$ cat src/rtl/thor2021_btb_update.sv
// Thor2021 BTB write-side companion: classifies resolved branches, issues fetch
// redirects on mispredicts and queues BTB install/retarget/invalidate writes.
module thor2021_btb_update #(
    parameter int unsigned AWID  = 64,
    parameter int unsigned DEPTH = 4,
    parameter int unsigned CNTW  = 32
) (
    input  logic            clk,
    input  logic            rst,
    input  logic            res_v,
    input  logic [AWID-1:0] res_ip,
    input  logic [AWID-1:0] res_nip,
    input  logic            res_takb,
    input  logic [AWID-1:0] res_tgt,
    input  logic            res_pred_hit,
    input  logic [AWID-1:0] res_pred_tgt,
    output logic            res_ready,
    input  logic            btb_busy,
    output logic            btb_wr,
    output logic [AWID-1:0] btb_wip,
    output logic [AWID-1:0] btb_wtgt,
    output logic            btb_takb,
    output logic            redirect_v,
    output logic [AWID-1:0] redirect_ip,
    output logic [CNTW-1:0] mispred_cnt,
    output logic [CNTW-1:0] drop_cnt
);

    localparam int unsigned PW = (DEPTH > 1) ? $clog2(DEPTH) : 1;
    localparam int unsigned CW = $clog2(DEPTH + 1);

    typedef struct packed {
        logic [AWID-1:0] ip;
        logic [AWID-1:0] tgt;
        logic            takb;
    } ent_t;

    ent_t          fifo [DEPTH];
    logic [PW-1:0] head;
    logic [PW-1:0] tail;
    logic [CW-1:0] count;

    logic          mispred_c;
    logic          pop_c;
    logic          coal_c;
    logic          enq_c;
    logic          drop_c;
    logic [PW-1:0] last_c;
    ent_t          new_c;

    // Every mispredict needs a BTB write, so "kind != NONE" is exactly mispred_c.
    always_comb begin
        mispred_c  = res_takb ? !(res_pred_hit && (res_pred_tgt == res_tgt)) : res_pred_hit;
        new_c.ip   = res_ip;
        new_c.tgt  = res_takb ? res_tgt : res_pred_tgt;
        new_c.takb = res_takb;
        last_c     = tail - PW'(1);
        pop_c      = (count != '0) && !btb_busy;
        // A lone entry that is draining this cycle cannot be overwritten.
        coal_c     = res_v && mispred_c && (count != '0) && (fifo[last_c].ip == res_ip)
                     && !(pop_c && (count == CW'(1)));
        enq_c      = res_v && mispred_c && !coal_c && res_ready;
        drop_c     = res_v && mispred_c && !coal_c && !res_ready;
    end

    assign res_ready = (count != CW'(DEPTH));
    assign btb_wr    = pop_c;
    assign btb_wip   = fifo[head].ip;
    assign btb_wtgt  = fifo[head].tgt;
    assign btb_takb  = fifo[head].takb;

    // Payload storage; validity is tracked by the pointers/count only.
    always_ff @(posedge clk) begin
        if (coal_c) begin
            fifo[last_c] <= new_c;
        end else if (enq_c) begin
            fifo[tail] <= new_c;
        end
    end

    always_ff @(posedge clk) begin
        if (rst) begin
            head        <= '0;
            tail        <= '0;
            count       <= '0;
            redirect_v  <= 1'b0;
            redirect_ip <= '0;
            mispred_cnt <= '0;
            drop_cnt    <= '0;
        end else begin
            if (enq_c) begin
                tail <= tail + PW'(1);
            end
            if (pop_c) begin
                head <= head + PW'(1);
            end
            count      <= count + CW'(enq_c) - CW'(pop_c);
            redirect_v <= res_v && mispred_c;
            if (res_v && mispred_c) begin
                redirect_ip <= res_takb ? res_tgt : res_nip;
                mispred_cnt <= mispred_cnt + CNTW'(1);
            end
            if (drop_c) begin
                drop_cnt <= drop_cnt + CNTW'(1);
            end
        end
    end

endmodule

$ cat config.mk
export PLATFORM = sky130hd
export DESIGN_NAME = thor2021_btb_update
export DESIGN_NICKNAME = d
export VERILOG_FILES = /design/src/rtl/thor2021_btb_update.sv
export SDC_FILE = /design/constraint.sdc
export NUM_CORES = 1
export LEC_CHECK = 0
export CORE_MARGIN = 2
export CORE_UTILIZATION = 55
export CTS_BUF_LIST = sky130_fd_sc_hd__clkbuf_8
export CTS_CLUSTER_DIAMETER = 30
export DETAILED_ROUTE_END_ITERATION = 8
export PLACE_DENSITY_LB_ADDON = 0.2
export SETUP_SLACK_MARGIN = 0.15
export SYNTH_ARGS = -nofsm -noshare
export SYNTH_HDL_FRONTEND = slang
export SYNTH_SLANG_ARGS = --single-unit
$ cat constraint.sdc
create_clock -name clk -period 14.5 [get_ports clk]
set_clock_uncertainty 0.1 [all_clocks]
set_input_delay 1.45 -clock clk [delete_from_list [all_inputs] [get_ports clk]]
set_output_delay 1.45 -clock clk [all_outputs]
set_load 0.02 [all_outputs]
==> flow_results.org <==
** Outcome
- Status :: completed

** Flow run
- Across the run, the number of max-cap violations was 0.

** Floorplanning
- Floorplan die width :: 233.4 µm
- The die covers 54490 µm².
- # IOs :: 522
- The initial utilization of the core area, before any placement, comes to 0.5531.
- Height of the chip :: 233.4 µm
- Rows :: 84
- Area of the core :: 52340 µm²

** Drt
- Drt first-iter violations :: 1603
- DRT Pass-1 Iters :: 6
- Final WL :: 81670 µm
- Mean number of vias per cell :: just over 6
- After detailed routing, the number of remaining DRC violations is 0.
- Total vias in the final route :: 19500
- The count of nets left with antenna violations once routing finished came out at 0.
- Average detailed-routed wire length per instance :: 25.39 µm

** Placed design
- Number of cells in the design after placement :: 2956
- Final estimated routing congestion in global placement :: approximately 0.9
- Half-perimeter wire length after detailed placement :: 55520 µm
- Input and output buffers added on the ports amount to 521.

** Worst setup path
- Setup Crit Path Kind :: flip-flop to flip-flop
- Cell repeated most along the worst path :: buf_4
- Along the worst path, the maximum fanout reaches 52.
- Required arrival time at the worst endpoint :: ~15000 ps
- The endpoint identified for the worst register-to-register timing path is fifo[1][100]$_DFFE_PP_.
- The worst register-to-register path has a depth of 11.
- STA puts the critical path data arrival time at 6850 ps.
- Kind of capture point of the worst setup path :: flip-flop
- Internal reg-to-reg setup slack :: ~7900 ps
- Critical Path Start Type :: flip-flop
- Walking the worst path, the cells encountered are buf_4, mux4_2, xnor2_1, nand4_1, a2111oi_0, nand3_1, nor3_2, nor3b_1, o21a_4, buf_4, buf_4.
- Slowest library cell on the worst path :: dfxtp_4
- In this run the critical register-to-register path is launched from tail[0]$_SDFFE_PP0P_.
- For this run, the slowest stage of the critical path takes 830 ps.

** STA
- Setup tns final :: 0 ps
- Unrepaired setup endpoints after global routing :: no
- The final number of max-transition violations was 0.
- Shortest period the worst path allows :: 6578 ps
- The final-report hold violation count came to 0.
- Number of setup violations in the final report :: 0
- Based on the critical path, the design can be clocked at up to 152.0 MHz.
- The worst pin sits at a relative slew slack of 0.2579.
- For the pin with the worst max-slew slack, the measured transition is 1113 ps.
- Final worst-path cycle share :: 0.4537

** Clock network
- The H-tree was split into 4 levels.
- CTS Sinks :: 654
- CTS max path bufs :: 3
- Clock transition time at the flip-flop clock pins of the worst setup and hold paths :: 50 ps
- In this run, post-CTS repair resized a total of 0 instances.
- Hold repair after CTS inserted 0 buffers.
- Insertion delay to the later sink of the worst-skew pair :: 770 ps
- Counting the buffers created by CTS gives 135.
- Once the clock tree was built, the setup fixing pass inserted 0 buffers.
- In this run the clock root is driven by a clkbuf_8.
- CTS tree :: built

** Power and ir drop
- Power density of the placed cells :: 150.4 nW/µm²
- The analysis attributes to cell leakage a power of 0.01238 µW.
- Max rail drop VDD :: 0.00009737 V

** Synth
- Number of library cell types mapped by synthesis :: 60
- In this run the cell area of the synthesized design comes to 28950 µm².
- Fraction of synthesis flops using an asynchronous set or reset pin :: 0
- Counting every instance in the synthesized netlist gives 1836.
- Of the synthesized area, sequential elements account for 0.6306.
- The synthesized design contains 516 enable-type register cells.
- Each instance of the synthesized netlist takes up on average roughly 16 µm².
- Flops & latches, synth :: about 650
- For this run, the leading register cell type out of synthesis is edfxtp_1.
- Synthesis warning total :: 0
- The number of nets handed over by synthesis was 2103.

** Global route
- Total congestion overflow after global routing :: 0
- The initial antenna violation count is 20.
- GRT Total Usage :: 0.3000
- Maximum number of pins on one net before global-route repair :: 107
- Global-route wire length before repair :: ~120000 µm
- Vias in the first global route :: 19550

** Min path
- Hold Startpoint :: redirect_ip[6]$_SDFFE_PP0P_
- Class of the most critical hold timing path :: flip-flop to flip-flop
- Along the worst hold path, the cell count comes to 2.
- The path with the worst hold slack has its endpoint at redirect_ip[6]$_SDFFE_PP0P_.

** Finish
- Number of nets at the end of the flow :: between 2000 and 3000
- Count of fill cells added during filler insertion :: 3431
- At the end of the flow the core is filled with cells to 0.7189.
- Filler-free cell count of the finished design :: 3217
- In the final layout, the share of cells above drive strength 1 is 0.1854.
- The area growth from synthesis to layout is 29.97%.
final cells by class:
cell class | count | area (µm²) | share of cell area
Clock buffer | 146 | 2009 | 0.05340
Antenna cell | 16 | 40.04 | 0.001064
Inverter | 31 | 116.4 | 0.003092
Multi-Input combinational cell | 1041 | 10130 | 0.2692
Clock inverter | 99 | 828.3 | 0.02201
Timing Repair Buffer | 542 | 5371 | 0.1428
Sequential cell | 654 | 18270 | 0.4856
Tap cell | 688 | 860.8 | 0.02288
sequential cells by signal (all words and copies together) (netlist names), named ones only:
| register | flops |
|---|---|
| count | 3 |
| drop_cnt | 32 |
| fifo | 516 |
| head | 2 |
| mispred_cnt | 32 |
| redirect_ip | 64 |
| redirect_v | 1 |
| tail | 2 |
report_power, final:
part / leakage [µW] / internal, µW / switching, µW
Clock: 0.00151 / 1170 / 824
Sequential: 0.00584 / 2160 / 73.3
Combinational: 0.00504 / 683 / 750
metal layers:
metal,vias up,wire [µm],share of wire,GRT usage
li1,8551,-,-,-
met1,9818,30710,0.38,0.3773
met2,961,40530,0.50,0.4836
met3,164,6972,0.085,0.08191
met4,10,3380,0.041,0.1460
met5,-,68,0.00083,0
per-stage QoR:
stage / total power, µW / hold slack [ps] / area [µm²] / setup slack [ps]
CTS: 5696 / 400.4 / 37590 / 7785
global placement: 3692 / 373.3 / 34750 / 7613
floorplan: 3071 / 384.7 / 28950 / 1430
finish: 5658 / 399.4 / 37630 / 7922
global route: 5859 / 421.6 / 37620 / 7436
detailed placement: 3705 / 393.0 / 34750 / 7547
how the worst max path moves through the flow:
stage / depth (start not counted) / endpoint / from / slack [ps]
floorplan: 8 / fifo[0][0]$_DFFE_PP_ / res_tgt[11] / 1430
global placement: 10 / fifo[1][11]$_DFFE_PP_ / res_ip[60] / 7610
detailed placement: 10 / fifo[1][11]$_DFFE_PP_ / res_ip[60] / 7550
CTS: 11 / fifo[1][11]$_DFFE_PP_ / tail[0]$_SDFFE_PP0P_ / 7780
global route: 11 / fifo[1][104]$_DFFE_PP_ / tail[0]$_SDFFE_PP0P_ / 7440
finish: 11 / fifo[1][100]$_DFFE_PP_ / tail[0]$_SDFFE_PP0P_ / 7920
worst max-delay path: cells and delay by family, from the launching register on:
family,cells,cell delay [ps]
buffers and inverters,3,1980
AO/OA/AOI/OAI,2,1010
multiplexers,1,600
XOR/XNOR,1,200
AND/OR/NAND/NOR,4,1330
flip-flops,1,830
placed cells by master, fill, tap and decap left out, types with 7 or more instances in the layout:
cell type and instances:
o31ai_1 16, a311oi_1 7, xnor2_1 60, buf_4 22
clkinv_1 21, and3_1 12, diode_2 16, a211oi_1 63
o2111ai_1 7, o21ai_0 49, clkinv_2 21, mux2_2 59
a21oi_1 59, clkinvlp_4 13, nand4_1 39, inv_1 54
or4_1 18, clkdlybuf4s50_1 519, bufinv_16 13, mux4_2 172
nor4_1 14, edfxtp_1 516, nor2b_1 7, nor2_1 88
nand3_1 26, and2_1 9, mux2i_1 112, nand2b_1 13
xor2_1 59, dfxtp_1 134, clkbuf_8 146, or3_1 36
nand2_1 56
cell usage after synthesis (7+ instances only):
library cell	count	share of area
mux4_2	172	0.13
clkbuf_1	71	0.0092
nor4_1	14	0.0030
o21ai_0	49	0.0085
mux2i_1	112	0.039
o2111ai_1	7	0.0021
and2_1	9	0.0019
o31ai_1	16	0.0041
buf_1	21	0.0027
nand2_1	56	0.0073
nand3_1	26	0.0045
a21oi_1	59	0.010
or3_1	36	0.0078
or4_1	18	0.0047
dfxtp_1	138	0.095
nor2b_1	7	0.0015
nand2b_1	13	0.0028
nor2_1	89	0.012
xnor2_1	60	0.018
edfxtp_1	516	0.54
mux2_2	59	0.023
xor2_1	59	0.018
a311oi_1	7	0.0021
a211oi_1	63	0.016
inv_1	31	0.0040
and3_1	12	0.0026
nand4_1	39	0.0084
kinds of logic after synthesis:
family / count (synthesis) / share of synthesized area
flops: 654 / 0.6306
mux: 343 / 0.1955
simple gates: 336 / 0.06042
compound gates: 238 / 0.05415
buf+inv: 141 / 0.02092
xor+xnor: 119 / 0.03600
fa+ha+maj: 5 / 0.002420
Note: power is estimated with default switching activity, not from simulation.
